--- config.mk ---
export PLATFORM = sky130hd
export DESIGN_NAME = tx_gate_ctrl
export DESIGN_NICKNAME = d
export VERILOG_FILES = /design/src/rtl/tx_gate_pkg.sv /design/src/rtl/tx_gate_ctrl_ss_sync.sv /design/src/rtl/tx_gate_ctrl.sv
export SDC_FILE = /design/constraint.sdc
export NUM_CORES = 1
export LEC_CHECK = 0
export BUFFER_PORTS_ARGS = -buffer_cell sky130_fd_sc_hd__buf_4
export CORE_MARGIN = 4
export CORE_UTILIZATION = 45
export DETAILED_ROUTE_END_ITERATION = 10
export PLACE_DENSITY = 0.66
export SLEW_MARGIN = 20
export SYNTH_ARGS = -nofsm -noshare
export SYNTH_HDL_FRONTEND = slang
export SYNTH_SLANG_ARGS = --single-unit
--- constraint.sdc ---
create_clock -name i_Clk -period 2 [get_ports i_Clk]
set_input_delay 0.5 -clock i_Clk [delete_from_list [all_inputs] [get_ports i_Clk]]
set_output_delay 0.5 -clock i_Clk [all_outputs]
set_load 0.02 [all_outputs]
--- src/rtl/tx_gate_pkg.sv ---
// Shared types and default parameters for the Tx-on gate controller.
// Used by tx_gate_ctrl and its SS synchroniser.
package tx_gate_pkg;

  typedef enum logic [1:0] {
    IDLE    = 2'd0,
    QUAL    = 2'd1,
    TX_ON   = 2'd2,
    HOLDOFF = 2'd3
  } tx_state_t;

  localparam int SYNC_STAGES_DEF  = 2;
  localparam int DEBOUNCE_CYC_DEF = 4;
  localparam int HOLDOFF_CYC_DEF  = 16;
  localparam int TX_MAX_CYC_DEF   = 1000000;
  localparam int CNT_W_DEF        = 24;
  localparam int BURST_W_DEF      = 16;

endpackage

--- src/rtl/tx_gate_ctrl_ss_sync.sv ---
// Flop-chain synchroniser for the raw active-low SS pin; the only clock-domain crossing.
// Resets to all ones so a held-low pin cannot look asserted straight out of reset.
module ss_sync
  import tx_gate_pkg::*;
#(
  parameter int SYNC_STAGES = SYNC_STAGES_DEF
) (
  input  logic clk,
  input  logic rst,
  input  logic ss_raw,
  output logic ss_s
);

  logic [SYNC_STAGES-1:0] chain;

  always_ff @(posedge clk) begin
    if (rst) begin
      chain <= '1;
    end else begin
      chain <= {chain[SYNC_STAGES-2:0], ss_raw};
    end
  end

  assign ss_s = chain[SYNC_STAGES-1];

endmodule

--- src/rtl/tx_gate_ctrl.sv ---
// Tx-on gate: synchronised, debounced, holdoff-protected transmit gate with burst counter.
// Optional on-time watchdog when TX_GATE_CTRL_TIMEOUT_EN is defined.
//
//   state   | meaning
//   IDLE    | gate off, waiting for synced SS low with enable high
//   QUAL    | debouncing SS assert
//   TX_ON   | gate on
//   HOLDOFF | gate forced off; leaves only after HOLDOFF_CYC cycles and SS seen released
module tx_gate_ctrl
  import tx_gate_pkg::*;
#(
  parameter int SYNC_STAGES  = SYNC_STAGES_DEF,
  parameter int DEBOUNCE_CYC = DEBOUNCE_CYC_DEF,
  parameter int HOLDOFF_CYC  = HOLDOFF_CYC_DEF,
  parameter int TX_MAX_CYC   = TX_MAX_CYC_DEF,
  parameter int CNT_W        = CNT_W_DEF,
  parameter int BURST_W      = BURST_W_DEF
) (
  input  logic               i_Clk,
  input  logic               i_Rst,
  input  logic               i_SS,
  input  logic               i_Enable,
  output logic               o_Tx_On,
  output logic               o_Busy,
  output logic               o_Timeout,
  output logic [BURST_W-1:0] o_Burst_Cnt
);

  // The IDLE cycle that first sees SS low is the first debounce sample, so QUAL needs one fewer.
  localparam logic [CNT_W-1:0] QUAL_LAST = CNT_W'((DEBOUNCE_CYC > 1) ? DEBOUNCE_CYC - 2 : 0);
  localparam logic [CNT_W-1:0] HOLD_LAST = CNT_W'(HOLDOFF_CYC - 1);
  localparam logic [CNT_W-1:0] TX_LAST   = CNT_W'(TX_MAX_CYC - 1);

  logic             ss_s;
  tx_state_t        state, state_nxt;
  logic [CNT_W-1:0] cnt, cnt_nxt;
  logic             burst_done;
  logic             timeout_set;
  logic             timeout_clr;
  logic             timeout_q;

  ss_sync #(
    .SYNC_STAGES (SYNC_STAGES)
  ) u_ss_sync (
    .clk    (i_Clk),
    .rst    (i_Rst),
    .ss_raw (i_SS),
    .ss_s   (ss_s)
  );

  always_comb begin
    state_nxt   = state;
    cnt_nxt     = cnt;
    burst_done  = 1'b0;
    timeout_set = 1'b0;
    timeout_clr = 1'b0;
    case (state)
      IDLE: begin
        if (!ss_s && i_Enable) begin
          timeout_clr = 1'b1;
          state_nxt   = (DEBOUNCE_CYC > 1) ? QUAL : TX_ON;
        end
      end
      QUAL: begin
        if (ss_s || !i_Enable) begin
          state_nxt = IDLE;
        end else if (cnt == QUAL_LAST) begin
          state_nxt = TX_ON;
        end else begin
          cnt_nxt = cnt + CNT_W'(1);
        end
      end
      TX_ON: begin
        // A release in the watchdog's final cycle is a normal exit, not a timeout.
        if (ss_s || !i_Enable) begin
          state_nxt  = HOLDOFF;
          burst_done = 1'b1;
`ifdef TX_GATE_CTRL_TIMEOUT_EN
        end else if (cnt == TX_LAST) begin
          state_nxt   = HOLDOFF;
          burst_done  = 1'b1;
          timeout_set = 1'b1;
`endif
        end else if (cnt != TX_LAST) begin
          cnt_nxt = cnt + CNT_W'(1);
        end
      end
      HOLDOFF: begin
        if (cnt == HOLD_LAST) begin
          if (ss_s) begin
            state_nxt = IDLE;
          end
        end else begin
          cnt_nxt = cnt + CNT_W'(1);
        end
      end
      default: state_nxt = IDLE;
    endcase
    if (state_nxt != state) begin
      cnt_nxt = '0;
    end
  end

  always_ff @(posedge i_Clk) begin
    if (i_Rst) begin
      state       <= IDLE;
      cnt         <= '0;
      o_Tx_On     <= 1'b0;
      o_Busy      <= 1'b0;
      timeout_q   <= 1'b0;
      o_Burst_Cnt <= '0;
    end else begin
      state   <= state_nxt;
      cnt     <= cnt_nxt;
      // Outputs decode the next state so they switch on the same edge as the state.
      o_Tx_On <= (state_nxt == TX_ON);
      o_Busy  <= (state_nxt != IDLE);
      if (timeout_set) begin
        timeout_q <= 1'b1;
      end else if (timeout_clr) begin
        timeout_q <= 1'b0;
      end
      if (burst_done) begin
        o_Burst_Cnt <= o_Burst_Cnt + BURST_W'(1);
      end
    end
  end

  assign o_Timeout = timeout_q;

endmodule

# After elaboration in Yosys (flattened, before gate mapping)
# Cells that the tools add are included.
# op_classes
addsub	2
eq_ne	13
n_mux	15
reduce_logical	9
# op_table
cell	count
24-bit two-way mux	5
24-bit case mux with 3 select lines	1
24-bit by 1-bit adder with 24-bit output (second input constant)	1
24-bit by 2-bit equality test with 1-bit output (second input constant)	1
24-bit by 4-bit equality test with 1-bit output (second input constant)	1
24-bit by 20-bit != test with 1-bit output (second input constant)	1
16-bit by 1-bit adder with 16-bit output (second input constant)	1
2-bit two-way mux	6
2-bit != test (second input constant)	5
2-bit case mux with 4 select lines	1
2-bit equality test (second input constant)	3
6-bit AND reduction	1
3-bit nonzero test	1
2-bit by 1-bit equality test with 1-bit output (second input constant)	1
1-bit logical NOT	2
2-bit logical NOT	1
1-bit two-way mux	2
2-bit != test	1
2-bit nonzero test	1
2-bit OR reduction	1
1-bit logical AND	1
1-bit logical OR	1
# totals
ff_bits	46
in_bits	4

# Longest topological paths before layout
# Gate-level depths: netlist of the first run.
# depth
depth_word	6
ltp_mapped	9
ltp_nobuf	7

# Cells and area by module
# A second synthesis of the first run with hierarchy kept.
# hier_totals
cells_unflattened	296
hier_area_um2	2570.0
# modules_own_cells
mod	n_inst	cells_per_inst	area_each_um2	seq_area_each_um2
tx_gate_ctrl	1	292	2517.4	880.8
ss_sync	1	4	52.6	40.0

# Worst setup path after synthesis of the first run
# Ideal clock, no wire load.
# synth_path
path_kind	reg2reg
from	reg state[1]
to	reg cnt[12]
setup_time_ns	0.086
arrival_time_ns	2.089
required_ns	1.914
slack_ns	-0.174
stages_incl_launch_ff	8
period_less_slack_ns	2.174
cell_sequence	dfxtp_1 -> inv_1 -> ha_1 -> nor2_1 -> o221ai_1 -> or3_1 -> or3_1 -> a211oi_1
# synth_between
elab_chain_cells	5
word_cells_on_any_way	21
# synth_lines
element	line	rtl
start, declared	tx_gate_ctrl.sv:35	tx_state_t state, state_nxt;
start signal, assigned	tx_gate_ctrl.sv:113	state <= state_nxt;
2-bit two-way mux (on tied branches)	tx_gate_ctrl.sv:90, tx_gate_ctrl.sv:67	
2-bit two-way mux (on tied branches)	tx_gate_ctrl.sv:89, tx_gate_ctrl.sv:65	
2-bit case mux with 4 select lines	tx_gate_ctrl.sv:57	case (state)
2-bit != test	tx_gate_ctrl.sv:99	if (state_nxt != state) begin
2-bit OR reduction (no source line)	--	
end signal, assigned	tx_gate_ctrl.sv:114	cnt <= cnt_nxt;
end, declared	tx_gate_ctrl.sv:36	logic [CNT_W-1:0] cnt, cnt_nxt;
# Several ways; a longest one is shown, not always the timed one.
# A chain may end at the register's enable or synchronous reset.

# Worst setup path in the final report of the first run
# Ends and elaborated chain as after synthesis.

==> flow_metrics.tcl, run 1 <==
set metrics [dict create \
    numCtsBuffers 5 \
    p_int_uw 1200 \
    drv_cap 0 \
    ys.flop_type "dfxtp_1" \
    syn_inst 288 \
    syn-cell-area_um2 2450 \
    period_share 1.04 \
    cp-start-kind "flip-flop" \
    drive_above_1_share 0.312 \
    required_ns 2.23 \
    slew_violations 0 \
    fp.dieH_um 81.7 \
    r2r_cells 7 \
    syn_nets 299 \
    htreeDepth 2 \
    synth_cell_types 45 \
    vdd_drop_max_mv 0.285 \
    firstDrtPassIters 4 \
    async_flop_share 0 \
    syn_to_final_growth_pct 32.9 \
    cts_buffer_depth 2 \
    ioPinCount 23 \
    core-area_um2 5170 \
    path_clk_slew_ns 0.09 \
    hold_path_class "input pin to flip-flop" \
    vias 2346 \
    whs_path_depth 2 \
    synth_fa_ha_area_frac 0.0358 \
    rows 26 \
    switching_share 0.237 \
    wl_met1_um 2810 \
    synth.avg_cell_area_um2 8.49 \
    max_freq_ghz 0.481 \
    wire_per_inst_um 14.1 \
    synth_compound_area_frac 0.129 \
    combinationalPowerShare 0.052 \
    grt_max_degree 25 \
    critical_path_arrival_ns 2.31 \
    hpwl_um 4240 \
    synthXorXnorAreaFrac 0.0967 \
    critPathMaxFanout 6 \
    overflow 0 \
    fin_skew_ns 0.0142 \
    rsz0062_at_grt "yes" \
    wl_met3_um 184 \
    crit_type "flip-flop to flip-flop" \
    clk_latency_ns 0.30 \
    start_util 0.473 \
    synth-simple-area-share 0.321 \
    grt_pass1_vias 2192 \
    synth_seq_area_share 0.376 \
    timing.hold.ws_ns 0.404 \
    drt_iter0_drc 72 \
    via_per_inst 5.51 \
    cts_sinks 46 \
    outcome "finished, violations left" \
    die-area_um2 6680 \
    setup_violations 26 \
    diodes 0 \
    power.density_nw_per_um2 484 \
    synth-edff-count 0 \
    top_layer "met4" \
    p_sw_uw 373 \
    worst_slack_ns -0.0810 \
    grt_pass1_wl_um 10100 \
    violations "negative setup slack" \
    fin_setup_tns_ns -1.43 \
    drtAntennaViolNets 0 \
    hold_viol_final 0 \
    place.gp.congestion 0.801 \
    die_w_um 81.7 \
    period_needed_ns 2.08 \
    end_kind "flip-flop" \
    seqPwrFrac 0.586 \
    drc_errors 0 \
    wl_um 6000 \
    antenna_found_initial 0 \
    wl_met2_um 2950 \
    final_nets 366 \
    cts_root_buf "clkbuf_8" \
    pwr-share-clk 0.362 \
    io_buffers 21 \
    ctsHoldBuffers 0 \
    ys_ff_latch 46 \
    synthMuxAreaShare 0 \
    track_usage 0.190 \
    cts_tree "built" \
    yosysWarnings 0 \
    p_leak_uw 0.00118 \
    synth_top_family_by_area "simple AND/OR/NAND/NOR gates" \
]
[per-stage QoR]
step | utilization | cell area, um^2 | cells | setup slack [ns] | total power (uW)
2_1_floorplan | - | 2530 | 288 | -0.0154 | 989
3_3_place_gp | 0.598 | 3090 | 416 | -0.0772 | 1020
3_5_place_dp | 0.598 | 3090 | 416 | -0.0904 | 1020
4_1_cts | 0.620 | 3210 | 425 | -0.0811 | 1590
5_1_grt | 0.629 | 3250 | 426 | -0.176 | 1630
6_report | 0.629 | 3250 | 426 | -0.0810 | 1570
[worst paths after layout]
kind                                       from                             to  slack, ns
setup reg to reg            state[1]$_SDFF_PP0_           cnt[12]$_SDFFE_PP0P_      -0.08
hold / removal                             i_SS  u_ss_sync.chain[0]$_SDFF_PP1_       0.40
setup / recovery            state[1]$_SDFF_PP0_           cnt[12]$_SDFFE_PP0P_      -0.08
hold reg to reg   u_ss_sync.chain[0]$_SDFF_PP1_  u_ss_sync.chain[1]$_SDFF_PP1_       0.44
[cell usage after synthesis, drive strengths merged (10+ instances only)]
library cell	instances	area (um^2)
dfxtp	46	921
nor3	28	151
xnor2	22	193
nor2	19	73.8
nand3	18	90.1
nand2	15	56.3
nor4	13	81.3
a211oi	10	80.1
a21oi	10	50.1
inv	10	37.5
o21ai	10	50.1
or3	10	62.6
[kinds of logic (layout without fill, tap and decap cells)]
group | after synthesis | after routing
xor+xnor | 27 | 27
flops | 46 | 46
buf+inv | 22 | 90
compound gates | 45 | 45
fa+ha+maj | 7 | 7
other cells | 1 | 1
simple gates | 140 | 140
[cells in the final DEF (no fill, tap or decap), types with 2 or more instances in the layout]
cell type	count
dfxtp_1	41
nand3_1	17
buf_12	2
buf_4	70
a21oi_1	8
xnor2_1	22
xor2_1	5
nor3b_1	2
a211oi_1	8
nor3_2	2
a21oi_2	2
nor4_1	11
nand2_1	15
and4_1	4
inv_1	10
o31ai_1	5
nor4_2	2
dfxtp_2	5
ha_1	6
nor3_1	25
or4_4	4
o21ai_0	8
or2_2	2
nand4_1	9
or3_1	10
and3_1	5
or4_1	5
nor2_1	17
clkbuf_8	5
[flip-flops by register name, summed over array words and instances, names as in the netlist]
| register | cells |
|---|---|
| cnt | 24 |
| o_Tx_On | 1 |
| o_Busy | 1 |
| state | 2 |
| o_Burst_Cnt | 16 |
| u_ss_sync.chain | 2 |
[metal layers]
| layer | global-route usage | up-vias |
|---|---|---|
| met3 | 0.0285 | 5 |
| met4 | 0.0515 | 0 |
| met2 | 0.326 | 25 |
| met5 | 0 | - |
| li1 | - | 1203 |
| met1 | 0.248 | 1113 |
[worst max-delay path, cell delays in order (launching register included)]
cell and delay [ns]:
dfxtp_2 0.40, inv_1 0.09, ha_1 0.23, nor2_2 0.17
o221ai_4 0.12, or3_1 0.41, or3_1 0.38, a211oi_2 0.21
[what timing repair did]
item                                    in CTS  in global routing
setup buffers                                1                  1
resized for setup                            6                 10
pin swaps                                    3                  4
endpoints found under the setup margin      25                 29
[power groups by stage]
stage / Combinational [uW] / Clock, uW / Sequential, uW
final: 81.2 / 569 / 923
after global routing: 87.7 / 623 / 923
after CTS: 77.3 / 589 / 923
after detailed placement: 76.9 / 0 / 944
after global placement: 76.0 / 0 / 943
after floorplan: 44.8 / 0 / 944
[cell type report]
| type | instances | area [um^2] |
|---|---|---|
| fillers | 455 | 1920 |
| clock buffers | 5 | 68.8 |
| inverters | 10 | 37.5 |
| clock inverters | 3 | 21.3 |
| well taps | 70 | 87.6 |
| flip-flops and latches | 46 | 927 |
| multi-input cells | 220 | 1540 |
| repair buffers | 72 | 566 |
No activity file was read; power rests on OpenSTA's default activity.
==> inputs of run 2 (changes only) <==
CORE_MARGIN = unset   (was 4)
==> run 2 against run 1 <==
  * Total power increased by 1.2%
  * Clock power increased by 4.0%
  * Clock skew decreased by 0.0018 ns
  * Critical endpoint unchanged
  * Setup slack got worse by 0.067 ns
  * The run still ends with negative setup slack left
  * Utilization increased by 1.1 points
  * Highest routed layer unchanged
  * Wire length increased by 2.0%
  * First-iteration DRC count increased by 49%
  * Register-to-register slack got worse by 0.07 ns
  * Non-clock buffer count unchanged
  * Final cell count increased by 0.23%
  * Final area increased by 1.8%
==> flow_metrics.tcl, run 2 (same netlist as run 1, synthesis figures left out) <==
set metrics [dict create \
    ctsHoldBuffers 0 \
    outcome "finished, violations left" \
    regMostFlops "cnt" \
    period_needed_ns 2.15 \
    end_kind "flip-flop" \
    max_slew.worst_pin.slew_ns 0.597 \
    top_layer "met4" \
    drtAntennaViolNets 0 \
    p_leak_uw 0.00118 \
    cts_tree "built" \
    max_freq_ghz 0.466 \
    vdd_drop_max_mv 0.604 \
    rsz0062_at_grt "yes" \
    place_area_um2 3080 \
    wl_met1_um 2890 \
    antenna_found_initial 0 \
    wl_met2_um 2930 \
    crit_type "flip-flop to flip-flop" \
    wire_per_inst_um 14.3 \
    drive_above_1_share 0.317 \
    cp-start-kind "flip-flop" \
    clk_latency_ns 0.30 \
    via_per_inst 5.57 \
    seqPwrFrac 0.579 \
    worst_slack_ns -0.148 \
    critPathMaxFanout 12 \
    diodes 0 \
    grt_max_degree 25 \
    drc_errors 0 \
    htreeDepth 2 \
    wl_met3_um 214 \
    firstDrtPassIters 4 \
    p_int_uw 1200 \
    start_util 0.473 \
    period_share 1.07 \
    hold_viol_final 0 \
    critical_path_arrival_ns 2.33 \
    core-area_um2 5170 \
    fin_skew_ns 0.0124 \
    drv_cap 0 \
    multi_input_area_um2 1580 \
    max_slew_margin 0.602 \
    worstHoldStart "i_SS" \
    io_buffers 21 \
    r2r_slack_ns -0.15 \
    grt_pass1_wl_um 9370 \
    nFillCells 446 \
    cts_sinks 46 \
    pwr-share-clk 0.372 \
    seqCellArea_um2 928 \
    vias 2379 \
    hold_path_class "input pin to flip-flop" \
    critPathLaunch "cnt[22]$_SDFFE_PP0P_" \
    power.density_nw_per_um2 481 \
    wl_um 6120 \
    syn_to_final_growth_pct 35.3 \
    path_clk_slew_ns 0.09 \
    p_sw_uw 390 \
    final_cell_mix "68 x buf_4, 42 x dfxtp_1, 23 x nor3_1, 22 x xnor2_1, 17 x nor2_1" \
    postLayoutCellArea_um2 3310 \
    dpl_worst_slack_ns -0.109 \
    switching_share 0.245 \
    cts_buffer_depth 2 \
    required_ns 2.18 \
    drt_iter0_drc 107 \
    place.gp.congestion 0.792 \
    die_w_um 75.7 \
    final_nets 367 \
    die-area_um2 5730 \
    track_usage 0.215 \
    reg_top3 "cnt: 24 flops, o_Burst_Cnt: 16 flops" \
    hpwl_um 4100 \
    cts_root_buf "clkbuf_8" \
    final_common_cell "buf_4" \
    largest_register_ffs 24 \
    ioPinCount 23 \
    overflow 0 \
    numCtsBuffers 5 \
    setup_violations 27 \
    grt_pass1_vias 2114 \
    violations "negative setup slack" \
    reg2reg_from "cnt[22]$_SDFFE_PP0P_" \
    rows 26 \
    combinationalPowerShare 0.050 \
    slew_violations 0 \
    fp.dieH_um 75.7 \
]
-- run 2: cell count changes in the layout (fill, tap and decap cells not counted), moves of 2 or more --
cell     before  now
buf_4        70   68
nor3_2        2    4
nor4_2        2    0
nor3_1       25   23
dfxtp_2       5    3
-- run 2: layer usage --
layer | vias up | GRT usage
met2 | 41 | 0.376
met3 | 6 | 0.0410
li1 | 1207 | -
met4 | 0 | 0.0638
met1 | 1125 | 0.269
met5 | - | 0
-- run 2: repair_timing --
action                                  CTS  global route
setup buffers                             0             3
hold endpoints to repair                  0             0
endpoints found under the setup margin   25            27
resized for setup                         5            16
cloned                                    0             2
pin swaps                                 2             8
-- run 2: through the flow --
stage / hold WS, ns / power (uW) / std cells / setup TNS [ns] / util
floorplan: 0.389 / 989 / 288 / -0.202 / -
global placement: 0.407 / 1020 / 414 / -1.54 / 0.595
detailed placement: 0.399 / 1020 / 414 / -2.24 / 0.595
CTS: 0.375 / 1600 / 422 / -2.23 / 0.616
global route: 0.371 / 1650 / 427 / -4.33 / 0.640
finish: 0.379 / 1590 / 427 / -3.00 / 0.640
-- run 2: cell type report --
class                   count  share of cell area
multi-input cells         221               0.477
flip-flops and latches     46               0.280
repair buffers             72               0.177
well taps                  70              0.0265
clock buffers               5              0.0208
inverters                  10              0.0113
clock inverters             3             0.00718
-- run 2: final timing paths --
path,end,cells after the start
worst min register to register,u_ss_sync.chain[1]$_SDFF_PP1_,1
worst min-delay path,u_ss_sync.chain[0]$_SDFF_PP1_,2
worst max-delay path,cnt[12]$_SDFFE_PP0P_,7
worst max register to register,cnt[12]$_SDFFE_PP0P_,7
-- run 2: worst max-delay path: stages (launching register included) --
cell and delay, ns:
dfxtp_2 0.34, or4_4 0.58, nor3_4 0.32, a31oi_4 0.17, a211oi_4 0.24, buf_6 0.16, clkbuf_16 0.17, a211oi_1 0.06
-- run 2: power by group through the flow --
stage	registers (uW)	logic (uW)	clock network, uW
2_1_floorplan	944	44.8	0
5_1_grt	922	86.3	641
4_1_cts	922	75.6	604
3_3_place_gp	943	74.7	0
3_5_place_dp	943	75.2	0
6_report	921	79.2	592
==> inputs of run 3 (changes only) <==
PLACE_DENSITY = unset   (was 0.66)
PLACE_DENSITY_LB_ADDON = 0.08   (was unset)
==> run 3 against run 2 <==
  * The run still ends with negative setup slack left
  * Critical path type unchanged
  * Final area is 1.6% higher
  * Sequential cell count stayed put
  * Fmax is 5.7% higher
  * Wire length is 0.87% higher
  * Setup slack better by 0.12 ns
  * Critical path depth stayed put
  * Via count is 1.3% higher
  * Total power hardly changed
  * Global-route usage is 1.6 points higher
  * Clock skew is 0.0062 ns lower
==> flow_metrics.tcl, run 3 (same netlist as run 1, synthesis figures left out) <==
set metrics [dict create \
    outcome "finished, violations left" \
    violations "negative setup slack" \
    nFillCells 442 \
    drt_iter0_drc 79 \
    critical_path_arrival_ns 2.22 \
    reg2reg_from "cnt[22]$_SDFFE_PP0P_" \
    final_cell_mix "72 x buf_4, 41 x dfxtp_1, 24 x nor3_1, 22 x xnor2_1, 17 x nor2_1" \
    r2r_slack_ns -0.03 \
    final_nets 371 \
    fin_skew_ns 0.00622 \
    grt_pass1_vias 2159 \
    power.density_nw_per_um2 474 \
    dpl_worst_slack_ns -0.128 \
    max_slew.worst_pin.slew_ns 0.577 \
    cp-start-kind "flip-flop" \
    rr_endpoint "cnt[4]$_SDFFE_PP0P_" \
    cts_sinks 46 \
    max_freq_ghz 0.492 \
    place_area_um2 3090 \
    whs_path_depth 2 \
    drive_above_1_share 0.335 \
    hold_viol_final 0 \
    firstDrtPassIters 4 \
    postLayoutCellArea_um2 3360 \
    via_per_inst 5.59 \
    start_util 0.473 \
    setup_violations 26 \
    timing.hold.ws_ns 0.377 \
    critPathMaxFanout 12 \
    place.gp.congestion 0.832 \
    clk_latency_ns 0.31 \
    grt_pass1_wl_um 9960 \
    rows 26 \
    antenna_found_initial 0 \
    track_usage 0.231 \
    max_slew_margin 0.616 \
    wl_met1_um 2990 \
    end_kind "flip-flop" \
    p_int_uw 1200 \
    die_w_um 75.7 \
    dp_cells 415 \
    grt_max_degree 25 \
    die-area_um2 5730 \
    drc_errors 0 \
    final_common_cell "buf_4" \
    core-area_um2 5170 \
    wl_met2_um 2930 \
    numCtsBuffers 5 \
    fin_setup_tns_ns -0.486 \
    hpwl_um 4250 \
    rsz0062_at_grt "yes" \
    period_share 1.02 \
    top_layer "met4" \
    switching_share 0.246 \
    worstHoldStart "i_SS" \
    seqPwrFrac 0.579 \
    cts_buffer_depth 2 \
    io_buffers 21 \
    ioPinCount 23 \
    slowest_stage "or4_4" \
    holdPathEnd "u_ss_sync.chain[0]$_SDFF_PP1_" \
    vdd_drop_max_mv 0.303 \
    crit_chain "or4_4, nor3_4, nand3_2, a211oi_4, buf_6, buf_12, a211oi_1" \
    path_clk_slew_ns 0.09 \
    p_leak_uw 0.00121 \
    hold_path_class "input pin to flip-flop" \
    syn_to_final_growth_pct 37.5 \
    diodes 0 \
    p_sw_uw 392 \
    wl_um 6170 \
    cts_root_buf "clkbuf_8" \
    max_stage_delay_ns 0.58 \
    vias 2411 \
    fp.dieH_um 75.7 \
    cts_tree "built" \
    pwr-share-clk 0.370 \
    required_ns 2.19 \
    wire_per_inst_um 14.3 \
    wl_met3_um 154 \
    worst_slack_ns -0.0320 \
    fin_cells 431 \
    reg_top3 "cnt: 24 flops, o_Burst_Cnt: 16 flops" \
    drtAntennaViolNets 0 \
    htreeDepth 2 \
    regMostFlops "cnt" \
    crit_type "flip-flop to flip-flop" \
    largest_register_ffs 24 \
    overflow 0 \
    slew_violations 0 \
    r2r_cells 7 \
    drv_cap 0 \
    period_needed_ns 2.03 \
    combinationalPowerShare 0.051 \
]
==> run 3: cell count changes in the layout (fill, tap and decap cells not counted), moves of 2 or more <==
cell / change
a211oi_2: +3
a211oi_1: -3
dfxtp_2: +2
a21oi_2: -2
buf_4: +4
a21oi_1: +2
==> run 3: worst max-delay path by stage <==
stage | from | end | slack, ns | cells past startpoint
after floorplan | cnt[14]$_SDFFE_PP0P_ | cnt[6]$_SDFFE_PP0P_ | -0.02 | 6
after global placement | cnt[0]$_SDFFE_PP0P_ | cnt[3]$_SDFFE_PP0P_ | -0.09 | 6
after detailed placement | cnt[0]$_SDFFE_PP0P_ | cnt[0]$_SDFFE_PP0P_ | -0.13 | 7
after CTS | cnt[8]$_SDFFE_PP0P_ | cnt[1]$_SDFFE_PP0P_ | -0.07 | 6
after global routing | cnt[1]$_SDFFE_PP0P_ | cnt[17]$_SDFFE_PP0P_ | -0.13 | 8
final | cnt[22]$_SDFFE_PP0P_ | cnt[4]$_SDFFE_PP0P_ | -0.03 | 7
==> run 3: layout make-up <==
| cell class | instances | area [um^2] | area share |
|---|---|---|---|
| flip-flops and latches | 46 | 927 | 0.276 |
| well taps | 70 | 87.6 | 0.0260 |
| clock buffers | 5 | 68.8 | 0.0205 |
| multi-input cells | 221 | 1600 | 0.476 |
| clock inverters | 3 | 21.3 | 0.00632 |
| inverters | 10 | 37.5 | 0.0112 |
| repair buffers | 76 | 619 | 0.184 |
==> run 3: stage by stage <==
step | total power (uW) | utilization
5_1_grt | 1660 | 0.650
3_5_place_dp | 1020 | 0.597
2_1_floorplan | 989 | -
4_1_cts | 1600 | 0.634
6_report | 1590 | 0.650
3_3_place_gp | 1020 | 0.597
==> run 3: timing repair <==
item	CTS	global route
setup endpoints to repair	24	29
gates cloned	2	0
pin swaps	6	6
buffers inserted	3	3
hold buffers	0	0
endpoints found under the hold margin	0	0
resized for setup	13	12
==> run 3: worst max-delay path, delay by kind of cell, from the launching register on <==
family                 cells  cell delay (ns)
buffers and inverters      2             0.30
AND/OR/NAND/NOR            3             1.00
flip-flops                 1             0.33
AO/OA/AOI/OAI              2             0.28
==> run 3: routing by layer <==
layer,global-route usage,vias to the layer above
li1,-,1221
met1,0.302,1147
met2,0.381,33
met3,0.0423,10
met4,0.0802,0
met5,0,-
==> run 3: power by group through the flow <==
| stage | combinational, uW | sequential (uW) | clock, uW |
|---|---|---|---|
| 2_1_floorplan | 44.8 | 944 | 0 |
| 3_3_place_gp | 75.7 | 943 | 0 |
| 3_5_place_dp | 76.0 | 943 | 0 |
| 4_1_cts | 78.6 | 922 | 604 |
| 5_1_grt | 88.8 | 923 | 645 |
| 6_report | 81.7 | 922 | 589 |
